===== config.mk =====
export PLATFORM = sky130hd
export DESIGN_NAME = stitch_sb_tag_pool
export DESIGN_NICKNAME = d
export VERILOG_FILES = /design/src/rtl/stitch_sb_tag_pool.sv
export SDC_FILE = /design/constraint.sdc
export NUM_CORES = 1
export LEC_CHECK = 0
export ABC_CLOCK_PERIOD_IN_PS = 2500
export CAP_MARGIN = 20
export CORE_MARGIN = 2
export CORE_UTILIZATION = 48
export DETAILED_ROUTE_END_ITERATION = 12
export PLACE_DENSITY = 0.78
export SLEW_MARGIN = 0
export SYNTH_ARGS = -nofsm -noshare
export SYNTH_HDL_FRONTEND = slang
export SYNTH_SLANG_ARGS = --single-unit

===== constraint.sdc =====
create_clock -name clk_i -period 2.5 [get_ports clk_i]
set_input_delay 0.5 -clock clk_i [delete_from_list [all_inputs] [get_ports clk_i]]
set_output_delay 0.5 -clock clk_i [all_outputs]
set_load 0.01 [all_outputs]

===== src/rtl/stitch_sb_tag_pool.sv =====
// stitch_sb_tag_pool: FIFO free-list of scoreboard tags with valid/ready allocate and release ports.
//   Params : NumTags (1..256), LowWater (almost-empty threshold), TagWidth (derived, do not override).
//   Inputs : clk_i, rst_ni (sync, active-low), flush_i, alloc_ready_i, release_valid_i, release_tag_i.
//   Outputs: alloc_valid_o, alloc_tag_o, alloc_onehot_o, release_ready_o, free_cnt_o,
//            almost_empty_o, err_double_free_o, err_tag_o.
//   Define STITCH_SB_TAG_POOL_DOUBLE_FREE_CHECK_EN to build the in-use map and double-free detection.
module stitch_sb_tag_pool #(
  parameter int NumTags  = 8,
  parameter int LowWater = 1,
  parameter int TagWidth = (NumTags > 1) ? $clog2(NumTags) : 1
) (
  input  logic                clk_i,
  input  logic                rst_ni,
  input  logic                flush_i,
  output logic                alloc_valid_o,
  input  logic                alloc_ready_i,
  output logic [TagWidth-1:0] alloc_tag_o,
  output logic [NumTags-1:0]  alloc_onehot_o,
  input  logic                release_valid_i,
  input  logic [TagWidth-1:0] release_tag_i,
  output logic                release_ready_o,
  output logic [TagWidth:0]   free_cnt_o,
  output logic                almost_empty_o,
  output logic                err_double_free_o,
  output logic [TagWidth-1:0] err_tag_o
);
  localparam logic [TagWidth:0] Full = (TagWidth+1)'(NumTags);
  logic [TagWidth-1:0] mem [NumTags];
  logic [TagWidth-1:0] rd, wr;
  logic [TagWidth:0]   cnt;
  logic                alloc_fire, rel_ok, rel_fire;
  // Explicit wrap so non-power-of-two pools cycle correctly.
  function automatic logic [TagWidth-1:0] inc(input logic [TagWidth-1:0] p);
    return (32'(p) == NumTags - 1) ? '0 : p + 1'b1;
  endfunction
  assign alloc_valid_o   = cnt != '0;
  assign alloc_tag_o     = mem[rd];
  assign alloc_fire      = alloc_valid_o & alloc_ready_i;
  assign release_ready_o = 1'b1;
  assign free_cnt_o      = cnt;
  assign almost_empty_o  = 32'(cnt) <= LowWater;
  assign rel_ok          = release_valid_i && ({1'b0, release_tag_i} < Full) && (cnt != Full);
  always_comb begin
    alloc_onehot_o = '0;
    alloc_onehot_o[mem[rd]] = alloc_valid_o;
  end
  always_ff @(posedge clk_i) begin
    if (!rst_ni || flush_i) begin
      for (int i = 0; i < NumTags; i++) mem[i] <= TagWidth'(i);
      rd  <= '0;
      wr  <= '0;
      cnt <= Full;
    end else begin
      if (rel_fire) begin
        mem[wr] <= release_tag_i;
        wr      <= inc(wr);
      end
      if (alloc_fire) rd <= inc(rd);
      cnt <= cnt + (TagWidth+1)'(rel_fire) - (TagWidth+1)'(alloc_fire);
    end
  end
`ifdef STITCH_SB_TAG_POOL_DOUBLE_FREE_CHECK_EN
  logic [NumTags-1:0] in_use, rel_mask;
  logic               rel_bad;
  // The map is read before this cycle's allocate lands, so releasing the tag being handed out is rejected.
  assign rel_fire = rel_ok && in_use[release_tag_i];
  assign rel_bad  = release_valid_i & ~rel_fire;
  always_comb begin
    rel_mask = '0;
    rel_mask[release_tag_i] = rel_fire;
  end
  always_ff @(posedge clk_i) begin
    if (!rst_ni || flush_i) begin
      in_use            <= '0;
      err_double_free_o <= 1'b0;
      err_tag_o         <= '0;
    end else begin
      in_use            <= (in_use | (alloc_fire ? alloc_onehot_o : '0)) & ~rel_mask;
      err_double_free_o <= rel_bad;
      if (rel_bad) err_tag_o <= release_tag_i;
    end
  end
`else
  assign rel_fire          = rel_ok;
  assign err_double_free_o = 1'b0;
  assign err_tag_o         = '0;
`endif
endmodule


* After elaboration in Yosys (flattened, before gate mapping)
Memory sizes are Yosys's and may differ from the RTL's. A register that Yosys moved wholly into a read port is not among the register bits.
Index checks and enable logic that the tools add are counted.
** Storage, ports and cells
- Register bits :: 10
- RAM bits :: 24
- Input bits :: 8
- Word-level logic and storage cells :: 36
- Memories kept :: 1
** Cells by class
- Add/subtract/negate cells :: 4
- $lt $le $gt $ge :: 3
- Equal/unequal tests :: 3
- Multiplexer cells :: 14
- Bitwise logic cells :: 2
- Reductions and logical operators :: 6
** Memories
- mem :: depth 8, width 3, read ports 1, clocked after memory_dff 1, write ports 8, RTL line 28 : logic [TagWidth-1:0] mem [NumTags];
** Operators by type and width (count)
- two-way mux 3 bit :: 6
- bitwise AND 8 bit :: 1
- two-way mux 1 bit :: 7
- adder 3 x 1 -> 3 bit (second input constant) :: 2
- equality test 3 bit (second input constant) :: 2
- adder 4 x 1 -> 4 bit :: 1
- <= comparator 4 x 1 -> 1 bit (second input constant) :: 1
- < comparator 3 x 4 -> 1 bit (second input constant) :: 1
- != test 4 bit (second input constant) :: 1
- nonzero test 4 bit :: 1
- subtractor 4 x 1 -> 4 bit :: 1
- demux 1 bit (select 3 bit) :: 1
- >= comparator 3 x 1 -> 1 bit (second input constant) :: 1
- OR reduction 3 bit :: 1
- logical AND 1 bit :: 2
- bitwise AND 1 bit :: 1
- logical NOT 1 bit :: 1
- logical OR 1 bit :: 1

* Logic depth before layout (Yosys ltp)
Gate-level depths: netlist (run 1).
- Depth in word-level cells :: 7
- Mapped depth :: 13

* Worst setup path before layout (run 1)
No wires, ideal clock.
- Path kind :: reg2reg
- From :: register cnt[2] (netlist: free_cnt_o[2])
- To :: register cnt[2] (netlist: free_cnt_o[2])
- Arrival time :: 2.445 ns
- Path slack :: -0.069 ns
- Cell stages (with the launch flop) :: 14
- Buffers on the path :: 1
- Clock period less this slack :: 2.569 ns
- Cell sequence :: dfxtp_1 -> inv_1 -> ha_1 -> or3b_2 -> clkbuf_1 -> nand2_1 -> inv_1 -> ha_1 -> inv_1 -> ha_1 -> inv_1 -> fa_1 -> xor2_1 -> nor2_1
** On the way
- Elaborated cells between the ends (all ways) :: 6
** RTL lines
- from (decl) :: RTL line 30 : logic [TagWidth:0] cnt;
- from (signal assigned) :: RTL line 52 : cnt <= Full;
- from (signal assigned) :: RTL line 59 : cnt <= cnt + (TagWidth+1)'(rel_fire) - (TagWidth+1)'(alloc_fire);
- nonzero test 4 bit :: RTL line 36 : assign alloc_valid_o = cnt != '0;
- via alloc_valid_o :: RTL line 15 : output logic alloc_valid_o,
- bitwise AND 1 bit :: RTL line 38 : assign alloc_fire = alloc_valid_o & alloc_ready_i;
- subtractor 4 x 1 -> 4 bit :: RTL line 59
The timed path passes the listed nets, and every way through them passes these cells.
A chain may end at the register's enable or synchronous reset.

==> results of run 1 <==
==> metal layers <==
metal / vias up / track usage / wire, µm
met1: 611 / 0.2282 / 1588
li1: 702 / - / -
met3: 6 / 0.05000 / 186
met5: - / 0 / 0
met4: 0 / 0.07653 / 76
met2: 42 / 0.3230 / 1798
==> metrics by stage <==
stage,setup TNS (ps),hold WS [ps],power (mW)
4_1_cts,0,488.0,1.645
6_report,0,485.9,1.643
5_1_grt,-26.84,509.9,1.745
2_1_floorplan,0,454.1,1.009
3_5_place_dp,-2163,480.7,1.231
3_3_place_gp,-1416,473.7,1.222
==> cells by family after synthesis <==
family	after synthesis
buf+inv	21
other cells	2
flops	37
fa+ha+maj	12
mux	9
xor+xnor	2
simple gates	76
compound gates	19
==> cell type report <==
type / count / share of cell area
flip-flops and latches: 37 / 0.4044
repair buffers: 43 / 0.1408
inverters: 9 / 0.01387
well taps: 50 / 0.02569
multi-input cells: 123 / 0.3782
clock buffers: 8 / 0.03700
==> worst max-delay path, stage by stage (launching register included) <==
cell and delay [ps]:
dfxtp_4 400, mux4_2 510, mux2_4 290, or2_1 240, nor2_1 90, buf_2 140
==> synthesized netlist by cell type (all sizes together) (2+ instances only) <==
cell and count:
nor3 7, nor2 13, buf 6, clkbuf 6, or3 9, inv 9, nor2b 2, or3b 2
nand3 3, conb 2, nand4b 2, nand2 17, edfxtp 24, ha 11, dfxtp 13, mux2 5
and2 8, o21ai 6, nand2b 8, mux4 4, a21oi 9
==> path summary, 6_finish.rpt <==
kind | endpoint | slack (ps) | start | depth (start not counted)
setup / recovery | alloc_onehot_o[0] | 50 | flop | 5
hold / removal | wr[1] | 490 | wr[1] | 2
setup reg to reg | free_cnt_o[2] | 170 | free_cnt_o[3] | 12
hold reg to reg | wr[1] | 490 | wr[1] | 2
==> repair_timing <==
item	in CTS	in global routing
buffers inserted	1	0
hold buffers	0	0
pin swaps	2	4
endpoints found under the setup margin	12	11
gates resized for setup	46	10
==> power groups by stage <==
stage               Combinational, mW  Clock (mW)  Sequential [mW]
finish                          0.522       0.411            0.709
global route                    0.583       0.448            0.714
CTS                             0.515       0.420            0.710
detailed placement              0.507           0            0.724
global placement                0.500           0            0.722
floorplan                       0.284           0            0.725
==> sequential cells by signal, indices dropped and copies added, names as in the netlist, named ones only <==
name,count
wr,3
free_cnt_o,4
mem,24
rd,3
==> results_dict.tcl, run 1 <==
set metrics [dict create \
    nFillCells 331 \
    slew_headroom 0.6117 \
    syn_area_per_cell_um2 10.82 \
    fmax_mhz 408.0 \
    muxShareOfSynthArea 0.07792 \
    synth_warnings 0 \
    drive_gt1_frac 0.2500 \
    num_antenna_cells 0 \
    grt_pass1_vias 1314 \
    cts_tree "built" \
    clk_path_buf_depth 2 \
    grt_antenna_before_repair 0 \
    netlist_area_mm2 0.001927 \
    regArea_um2 984.7 \
    finish.utilization 0.6176 \
    grt_first_pass_wirelength_mm 6.065 \
    p_comb_frac 0.318 \
    rsz0062_at_grt "yes" \
    final_cell_mix "edfxtp_1 (24), buf_4 (18), nand2_1 (16), clkdlybuf4s50_1 (13), dfxtp_1 (12)" \
    initial_utilization 0.4887 \
    critPathKind "flop to output pin" \
    clockRootBuffer "clkbuf_8" \
    yosys.area_share.simple 0.2091 \
    io_pins 30 \
    worstPathArrival_ps 1950 \
    placed_cell_area_mm2 0.002315 \
    skew_ps 7.513 \
    multiInputGateArea_um2 920.9 \
    drc_errors 0 \
    end_kind "output pin" \
    p_seq_frac 0.432 \
    setup_viol 0 \
    switching_power_uw 461.4 \
    switching_share 0.2808 \
    power_leakage_nw 0.9394 \
    grtUsageTotal 0.1896 \
    layout_commonest_cell "edfxtp_1" \
    synth-seq-cells 37 \
    min_period_over_period 0.9803 \
    htree_levels 2 \
    setup_ws_ps 49.17 \
    ys_types 36 \
    die_h_um 67.36 \
    start_kind "flop" \
    synth_top_family_by_area "simple AND/OR/NAND/NOR gates" \
    dr_total_vias 1361 \
    cts_buffers 5 \
    gr-total-overflow 0 \
    post-route-min-period_ps 2451 \
    worst_pin_slew_ps 581.0 \
    status "finished clean" \
    drt_pass1_iterations 4 \
    portBuffers 24 \
    cp_max_fo 6 \
    final_nets 239 \
    insertion_delay_ps 280 \
    clkSinkCount 37 \
    dp_cells 262 \
    ir_drop_mv 0.3172 \
    hold_viol 0 \
    dp_slack_ps -322.7 \
    power_density_mw_per_mm2 674.7 \
    synth_edf_count 24 \
    grt_max_degree 12 \
    ys_seq_area_frac 0.5091 \
    hold_path_class "flop to flop" \
    finalMaxSlewViolations 0 \
    ant_nets 0 \
    place.gp.congestion 0.7498 \
    area_growth_pct 26.36 \
    wl_mm 3.649 \
    synth-xor-area-share 0.009091 \
    yosys.area.top_type_share 0.3740 \
    synthTopCellsByArea "edfxtp_1 (37%), dfxtp_1 (14%), ha_1 (7.1%)" \
    crit_required_ps 2000 \
    path_clk_slew_ps 60 \
    clock_power_share 0.250 \
    cap_viol_max_count 0 \
    avgViaCountPerCell 5.041 \
    synth_cells 178 \
    synth_ff_type "edfxtp_1" \
    synth_compound_area_frac 0.05455 \
    route.detailed.wl_per_inst_um 13.51 \
    synthAdderAreaFrac 0.08182 \
    final_cell_count_no_fill 270 \
    dp_hpwl_mm 2.833 \
    p_int_mw 1.181 \
    rows 23 \
    design_area_mm2 0.002435 \
    dr.first_iter.drc_count 27 \
    core_mm2 0.003943 \
    synth_largest_area_cell "edfxtp_1" \
    fp.dieArea_mm2 0.004537 \
    die_w_um 67.36 \
    synthArstFlopShare 0 \
]
(Power assumes the default switching activity.)
==> inputs of run 2 (changes only) <==
--- a/config.mk
+++ b/config.mk
@@ -5,12 +5,12 @@
 export SDC_FILE = /design/constraint.sdc
 export NUM_CORES = 1
 export LEC_CHECK = 0
-export ABC_CLOCK_PERIOD_IN_PS = 2500
+export ABC_CLOCK_PERIOD_IN_PS = 2480
 export CAP_MARGIN = 20
 export CORE_MARGIN = 2
-export CORE_UTILIZATION = 48
+export CORE_UTILIZATION = 53
 export DETAILED_ROUTE_END_ITERATION = 12
-export PLACE_DENSITY = 0.78
+export PLACE_DENSITY = 0.82
 export SLEW_MARGIN = 0
 export SYNTH_ARGS = -nofsm -noshare
 export SYNTH_HDL_FRONTEND = slang
==> constraint.sdc (replaced) <==
create_clock -name clk_i -period 2.48 [get_ports clk_i]
set_input_delay 0.496 -clock clk_i [delete_from_list [all_inputs] [get_ports clk_i]]
set_output_delay 0.496 -clock clk_i [all_outputs]
set_load 0.005 [all_outputs]
==> results_dict.tcl, run 2 (synthesized netlist as in run 1, its figures left out) <==
set metrics [dict create \
    num_antenna_cells 0 \
    hold_start "rd[2]" \
    worstPathArrival_ps 2010 \
    drc_errors 0 \
    rows 21 \
    hold_depth 2 \
    ir_drop_mv 0.4127 \
    dr_total_vias 1477 \
    io_pins 30 \
    cp_max_fo 6 \
    setup_ws_ps -22.24 \
    min_period_over_period 1.009 \
    cts_buffers 5 \
    layout_commonest_cell "edfxtp_1" \
    grt_first_pass_wirelength_mm 6.837 \
    status "finished, violations left" \
    gr-total-overflow 0 \
    power_leakage_nw 0.9627 \
    ff2ff_setup_slack_ps 100 \
    cap_viol_max_count 0 \
    htree_levels 2 \
    final_cell_mix "edfxtp_1 (24), buf_4 (20), nand2_1 (14), clkdlybuf4s50_1 (12)" \
    clk_path_buf_depth 2 \
    path_clk_slew_ps 100 \
    crit_buf_inv 3 \
    route.detailed.wl_per_inst_um 15.17 \
    crit_required_ps 1980 \
    start_kind "flop" \
    die_w_um 64.30 \
    drt_pass1_iterations 4 \
    cts_tree "built" \
    largest_reg_flops 24 \
    report.power.total_mw 1.576 \
    finalMaxSlewViolations 0 \
    max_stage_delay_ps 550 \
    fmax_mhz 399.6 \
    failed_checks "setup timing" \
    insertion_delay_ps 330 \
    rsz0062_at_grt "yes" \
    critPathKind "flop to output pin" \
    post-route-min-period_ps 2502 \
    r2r-start "free_cnt_o[3]" \
    grt_pass1_vias 1487 \
    initial_utilization 0.5641 \
    slowest_stage "or4b_4" \
    grt_max_degree 13 \
    wl_mm 4.111 \
    crit-reg2reg-capture "free_cnt_o[2]" \
    hold_viol 0 \
    r2r_cells 12 \
    power_density_mw_per_mm2 635.6 \
    skew_ps 7.452 \
    grt_antenna_before_repair 0 \
    place.gp.congestion 0.7997 \
    avgViaCountPerCell 5.450 \
    portBuffers 24 \
    setup_viol 4 \
    dp_slack_ps -236.9 \
    final_nets 244 \
    grtUsageTotal 0.2206 \
    area_growth_pct 28.70 \
    dr.first_iter.drc_count 45 \
    core_mm2 0.003416 \
    critPathTopFamily "simple AND/OR/NAND/NOR gates" \
    hold_path_class "flop to flop" \
    clkSinkCount 37 \
    fp.dieArea_mm2 0.004134 \
    dp_hpwl_mm 3.165 \
    ant_nets 0 \
    drive_gt1_frac 0.3200 \
    end_kind "output pin" \
    whs_ps 516.9 \
    crit_chain "buf_6 > mux2_4 > o22ai_4 > or4b_4 > buf_4 > nor2_2 > buf_2" \
    clockRootBuffer "clkbuf_4" \
    regMostFlops "mem" \
    die_h_um 64.30 \
]
-- run 2: stage by stage --
| stage | TNS, ps | instances | area [µm²] | util |
|---|---|---|---|---|
| after detailed placement | -1654 | 259 | 2317 | 0.6784 |
| final | -69.88 | 271 | 2480 | 0.7260 |
| after CTS | -198.9 | 268 | 2404 | 0.7037 |
| after global routing | -564.4 | 271 | 2480 | 0.7260 |
| after floorplan | 0 | 181 | 1942 | - |
| after global placement | -810.8 | 259 | 2317 | 0.6784 |
-- run 2: worst reg2reg max path, cell delays in order (launching register included) --
cell and delay (ps):
dfxtp_2 340, inv_2 60, ha_2 190, or3b_4 420
nand2_4 90, inv_1 50, ha_1 260, inv_1 60
ha_2 160, inv_1 50, fa_1 370, xor2_1 170
nor2_1 60
-- run 2: worst max-delay path by stage --
stage                              from                 to  slack, ps  cells after the start
after floorplan           free_cnt_o[2]      free_cnt_o[2]         20                     13
after global placement             flop  alloc_onehot_o[0]       -120                      5
after detailed placement           flop  alloc_onehot_o[4]       -240                      7
after CTS                          flop  alloc_onehot_o[3]        -80                      7
after global routing               flop  alloc_onehot_o[1]       -110                      7
final                              flop  alloc_onehot_o[5]        -20                      7
-- run 2: layout make-up --
class | instances | area [µm²]
clock inverters | 2 | 10.01
inverters | 9 | 33.78
well taps | 46 | 57.56
flip-flops and latches | 37 | 988.4
multi-input cells | 123 | 953.4
clock buffers | 6 | 41.29
fillers | 231 | 935.9
repair buffers | 48 | 395.4
-- run 2: repair_timing --
action,CTS,global route
buffers inserted,1,4
gates resized for setup,47,24
setup endpoints to repair,13,14
hold buffers,0,0
pin swaps,3,5
-- run 2: metal layers --
layer / up-vias / wire (µm) / global-route usage
li1: 708 / - / -
met1: 712 / 1564 / 0.2468
met2: 52 / 2307 / 0.4128
met3: 5 / 189 / 0.03169
met4: 0 / 50 / 0.09574
met5: - / 0 / 0
-- run 2: where the power goes --
group	internal, mW	switching [mW]
clock	0.108	0.185
sequential	0.689	0.0299
combinational	0.310	0.254
